===== src/rtl/data_ram_arbiter_pkg.sv =====
// Shared constants and state encoding for the data RAM arbiter.
// Bus widths and the memory size follow the SOPC's RegBus and data-memory definitions.
package data_ram_arbiter_pkg;

  localparam int REG_BUS_W       = 32;
  localparam int DATA_ADDR_BUS_W = 32;
  localparam int DATA_MEM_NUM    = 131072;

  typedef enum logic [2:0] {
    IDLE  = 3'd0,
    GNT0  = 3'd1,
    GNT1  = 3'd2,
    DONE0 = 3'd3,
    DONE1 = 3'd4
  } arb_state_t;

endpackage


===== src/rtl/data_ram_arbiter_rr_pick2.sv =====
// Two-request round-robin selector: on a tie the master that was not granted last wins.
module rr_pick2 (
  input  logic req0,
  input  logic req1,
  input  logic last,
  output logic grant,
  output logic any
);

  assign any   = req0 | req1;
  assign grant = req1 & (~req0 | ~last);

endmodule


===== src/rtl/data_ram_arbiter.sv =====
// Shares the single data RAM port between the CPU (master 0) and a secondary master (master 1).
// Each access is a one-cycle grant followed by a one-cycle registered acknowledge.
module data_ram_arbiter
  import data_ram_arbiter_pkg::*;
#(
  parameter int ADDR_W    = DATA_ADDR_BUS_W,
  parameter int DATA_W    = REG_BUS_W,
  parameter int RAM_WORDS = DATA_MEM_NUM
) (
  input  logic              clk,
  input  logic              rst,
  input  logic              m0_req,
  input  logic              m0_we,
  input  logic [ADDR_W-1:0] m0_addr,
  input  logic [3:0]        m0_sel,
  input  logic [DATA_W-1:0] m0_wdata,
  output logic [DATA_W-1:0] m0_rdata,
  output logic              m0_ack,
  output logic              m0_err,
  input  logic              m1_req,
  input  logic              m1_we,
  input  logic [ADDR_W-1:0] m1_addr,
  input  logic [3:0]        m1_sel,
  input  logic [DATA_W-1:0] m1_wdata,
  output logic [DATA_W-1:0] m1_rdata,
  output logic              m1_ack,
  output logic              m1_err,
  output logic              stall_req_o,
  output logic              ram_ce_o,
  output logic              ram_we_o,
  output logic [ADDR_W-1:0] ram_addr_o,
  output logic [3:0]        ram_sel_o,
  output logic [DATA_W-1:0] ram_data_o,
  input  logic [DATA_W-1:0] ram_data_i
);

  // Handshake: a master raises req with we/addr/sel/wdata and holds all of them
  // stable until it sees its one-cycle ack; ack (with err) completes the access.

  arb_state_t state, next_state;
  logic       last_grant;
  logic       pick_grant, pick_any;
  logic       oor0, oor1;
  logic       in_grant, grant_m1, grant_oor;

  rr_pick2 u_pick (
    .req0  (m0_req),
    .req1  (m1_req),
    .last  (last_grant),
    .grant (pick_grant),
    .any   (pick_any)
  );

  assign oor0 = {2'b00, m0_addr[ADDR_W-1:2]} >= ADDR_W'(RAM_WORDS);
  assign oor1 = {2'b00, m1_addr[ADDR_W-1:2]} >= ADDR_W'(RAM_WORDS);

  assign in_grant  = (state == GNT0) || (state == GNT1);
  assign grant_m1  = (state == GNT1);
  assign grant_oor = grant_m1 ? oor1 : oor0;

  assign stall_req_o = m0_req & ~m0_ack;

  // The owning master's own req is stale in its DONE cycle, so only the other side is looked at.
  always_comb begin
    next_state = state;
    case (state)
      IDLE: begin
        if (pick_any) next_state = pick_grant ? GNT1 : GNT0;
      end
      GNT0:    next_state = DONE0;
      GNT1:    next_state = DONE1;
      DONE0:   next_state = m1_req ? GNT1 : IDLE;
      DONE1:   next_state = m0_req ? GNT0 : IDLE;
      default: next_state = IDLE;
    endcase
  end

  always_comb begin
    ram_ce_o   = 1'b0;
    ram_we_o   = 1'b0;
    ram_addr_o = '0;
    ram_sel_o  = '0;
    ram_data_o = '0;
    if (in_grant && !grant_oor) begin
      ram_ce_o   = 1'b1;
      ram_we_o   = grant_m1 ? m1_we    : m0_we;
      ram_addr_o = grant_m1 ? m1_addr  : m0_addr;
      ram_sel_o  = grant_m1 ? m1_sel   : m0_sel;
      ram_data_o = grant_m1 ? m1_wdata : m0_wdata;
    end
  end

  always_ff @(posedge clk or posedge rst) begin
    if (rst) begin
      state      <= IDLE;
      last_grant <= 1'b1;
      m0_ack     <= 1'b0;
      m1_ack     <= 1'b0;
      m0_err     <= 1'b0;
      m1_err     <= 1'b0;
      m0_rdata   <= '0;
      m1_rdata   <= '0;
    end else begin
      state  <= next_state;
      m0_ack <= (state == GNT0);
      m1_ack <= (state == GNT1);
      m0_err <= (state == GNT0) && oor0;
      m1_err <= (state == GNT1) && oor1;
      if (state == GNT0) begin
        last_grant <= 1'b0;
        m0_rdata   <= (!oor0 && !m0_we) ? ram_data_i : '0;
      end
      if (state == GNT1) begin
        last_grant <= 1'b1;
        m1_rdata   <= (!oor1 && !m1_we) ? ram_data_i : '0;
      end
    end
  end

endmodule


===== config.mk =====
export PLATFORM = sky130hd
export DESIGN_NAME = data_ram_arbiter
export DESIGN_NICKNAME = d
export VERILOG_FILES = /design/src/rtl/data_ram_arbiter_pkg.sv /design/src/rtl/data_ram_arbiter_rr_pick2.sv /design/src/rtl/data_ram_arbiter.sv
export SDC_FILE = /design/constraint.sdc
export NUM_CORES = 1
export LEC_CHECK = 0
export CAP_MARGIN = 10
export CORE_MARGIN = 2
export CORE_UTILIZATION = 30
export CTS_CLUSTER_DIAMETER = 100
export CTS_CLUSTER_SIZE = 24
export DETAILED_ROUTE_END_ITERATION = 8
export PLACE_DENSITY = 0.81
export SLEW_MARGIN = 20
export SYNTH_ARGS = -nofsm -noshare
export SYNTH_HDL_FRONTEND = slang
export SYNTH_SLANG_ARGS = --single-unit

===== constraint.sdc =====
create_clock -name clk -period 3 [get_ports clk]
set_input_delay 0.6 -clock clk [delete_from_list [all_inputs] [get_ports clk]]
set_output_delay 0.6 -clock clk [all_outputs]
set_load 0.01 [all_outputs]

==> parameters.txt <==
Parameter                              Value

Setup path
  Start point of the critical path ... m0_addr[21]
  Arrival time reported for the critical path endpoint ... 2.50 ns
  Crit end category ... primary output
  Cell depth of the worst flop-to-flop path ... 6
  Endpoint required time on the critical path ... 2.40 ns
  Critical Setup Path Class ... in2out
  R2r startpoint ... state[0]
  Register-to-register path setup slack ... 1.04 ns
  CP Capture Point ... ram_addr_o[14]
  Reg-to-reg endpoint ... m1_rdata[16]
  Kind of start point of the critical path ... input port
  Crit path max fanout ... 31

Layout
  Post-layout net count ... 983
  Commonest cells after routing, fill and taps aside ... clkdlybuf4s50_1, nand2_1, dfrtp_1, nand3b_1, o21ai_1
  Layout cells sized above 1 ... 5.781%
  Commonest non-fill, non-tap cell in the layout ... clkdlybuf4s50_1
  Area grow syn2layout ... 83.10%
  Diode insertion count for antenna repair ... 0

Synthesis
  Sequential fraction of the synthesis area ... 42.72%
  Post-synth top area share ... 42.10%
  Number of distinct library cell variants in the gate-level netlist after synthesis ... 27
  Largest cells by area after synthesis ... dfrtp_1, nand2_1, nand3b_1
  Warnings from Yosys ... 0
  Cell type with the largest total area after synthesis ... dfrtp_1
  Flip-flop and latch count after synthesis ... 72
  Average instance area after synthesis ... 8.008 µm²
  Cell count after synthesis ... 527
  Synthesized area ... 0.004220 mm²

Clock tree
  Source-to-sink clock delay at the later pin of the worst-skew pair ... 0.33 ns
  Number of buffers added by the clock tree synthesis step ... 9
  Hold-fix buffer count after cts ... 0
  Number of H-tree levels ... 3
  Clock tree from TritonCTS ... yes
  Longest Clk Path Bufs ... 2
  Cell chosen for the clock root ... clkbuf_16
  Clock-pin transition on the worst setup and hold timing paths ... 0.05 ns
  Num Clock Sinks ... 72

Drt
  Average wire per standard cell ... 16.90 µm
  ANT nets after route ... 0
  Vias post-DR ... 4,867
  Drt first pass iters ... 4
  Avg Vias per Cell ... 4.901
  Number of DRC violations after detailed routing ... 0
  Total Wirelength ... 16,780 µm
  1st-iter DRT viols ... 329

Timing
  Total negative setup slack ... -0.7618 ns
  Worst hold margin ... 0.4741 ns
  Total count of hold-check failures in the final report ... 0
  Period minus WS final ... 3.097 ns
  Count of pins over their slew limit ... 0
  Final-report setup violation count ... 10
  Setup clock skew after layout ... 0.01120 ns
  Fraction of the cycle the final worst path needs ... 103.2%
  Min setup slack post-route ... -0.09715 ns
  Max-Slew Margin vs Limit ... 46.65%
  Highest Clock Rate ... 322.9 MHz
  Tightest Pin Transition ... 0.7990 ns
  Unrepaired setup endpoints after global routing ... true

Floorplanning
  Full die area ... 0.01503 mm²
  Chip Height ... 122.6 µm
  Chip width ... 122.6 µm
  Total number of placement rows ... 43
  Starting Density ... 30.52%
  Number of top-level pins ... 313
  Area of the core ... 0.01383 mm²

Global routing
  Wire length of the first global-routing pass ... 24,410 µm
  Total overflow reported by the global router ... 0
  Overall global routing resource usage ... 21.04%
  Maximum number of pins on one net before global-route repair ... 70
  Initial antenna violation count ... 0
  Via count of the first global-routing pass ... 4,618

Power
  IR Drop Worst-Case VDD ... 0.0004291 V
  Pleak ... 3.540 nW
  P per Cell Area ... 437.3 mW/mm²

Placement
  Pre-CTS setup slack ... -0.2575 ns
  Routability congestion estimate from global placement ... 0.9595
  Detailed-placement wirelength estimate ... 12,320 µm
  Number of buffers inserted by port buffering ... 299

Job
  Max Cap Viol ... 0

Min path
  Worst Hold Class ... reg2reg

Outcome
  Violated checks ... negative setup slack
  Run status ... finished, violations left
[cell families (layout without fill, tap and decap cells)]
kind of cell           count (synthesis)  in the layout  synth area share [%]
buffers and inverters                 69            343                 10.61
and+or+nand+nor                      259            259                 29.71
DFF                                   72             72                 42.72
other                                  1             13               0.08886
AOI/OAI and AO/OA                    126            126                 16.87
[synth_stat cells]
master	n
a21oi_1	3
and2_1	2
buf_1	2
buf_4	19
buf_6	14
clkbuf_1	28
clkinv_4	1
conb_1	1
dfrtp_1	71
dfstp_2	1
inv_1	4
inv_8	1
nand2_1	178
nand2b_1	1
nand3b_1	64
nand4_1	2
nor2_1	2
nor2b_1	1
nor3_1	2
nor4_1	4
o21ai_0	1
o21ai_1	64
o22ai_1	56
o22ai_2	1
o311ai_0	1
or2b_1	1
or3b_1	2
[critical path, cell delays in order]
cell	delay, ns
clkdlybuf4s50_1	0.44
nor4_1	0.28
nand4_1	0.17
buf_6	0.23
o22ai_1	0.20
clkdlybuf4s50_1	0.57
[power breakdown]
group | switching, W | internal, W
logic | 0.000796 | 0.000552
clock network | 0.000382 | 0.000579
registers | 0.0000373 | 0.00103
[area by class of cell]
class                           instances  area, µm²
Fill cell                            1241       6100
Timing Repair Buffer                  322       3341
Multi-Input combinational cell        398       2038
Sequential cell                        72       1803
Clock buffer                           13      250.2
Tap cell                              180      225.2
Inverter                                6      53.80
Clock inverter                          2      16.27
[registers in the layout (all words and copies together) (netlist names)]
register / flops
m1_ack: 1
m1_err: 1
m0_rdata: 32
m0_ack: 1
m0_err: 1
last_grant: 1
m1_rdata: 32
state: 3
[worst min-delay path by stage]
stage / startpoint / end / slack (ns) / cells after the start
after floorplan: state[2] / state[1] / 0.44 / 1
after global placement: last_grant / last_grant / 0.45 / 2
after detailed placement: last_grant / last_grant / 0.47 / 2
after CTS: last_grant / last_grant / 0.48 / 2
after global routing: last_grant / last_grant / 0.49 / 2
final: last_grant / last_grant / 0.47 / 2
[metrics by stage]
step / instance area (µm²) / instances / total power [W] / utilization [%]
2_1_floorplan: 4265 / 539 / 0.002027 / -
3_3_place_gp: 7238 / 974 / 0.002403 / 52.35
3_5_place_dp: 7238 / 974 / 0.002415 / 52.35
4_1_cts: 7530 / 989 / 0.003408 / 54.46
5_1_grt: 7727 / 993 / 0.003566 / 55.89
6_report: 7727 / 993 / 0.003379 / 55.89
[metal layers]
layer	GRT usage (%)	vias to the layer above	part of all wire, %
li1	-	2346	-
met3	4.368	30	7.5
met2	36.70	228	51
met1	25.04	2263	39
met5	0	-	0
met4	8.908	0	2.8
[what timing repair did]
item	4_1_cts	5_1_grt
endpoints found under the setup margin	57	54
gates resized for setup	11	57
buffers inserted	0	2
pin swaps	0	2
hold endpoints to repair	0	0
gates cloned	0	2
(Power assumes the default switching activity.)
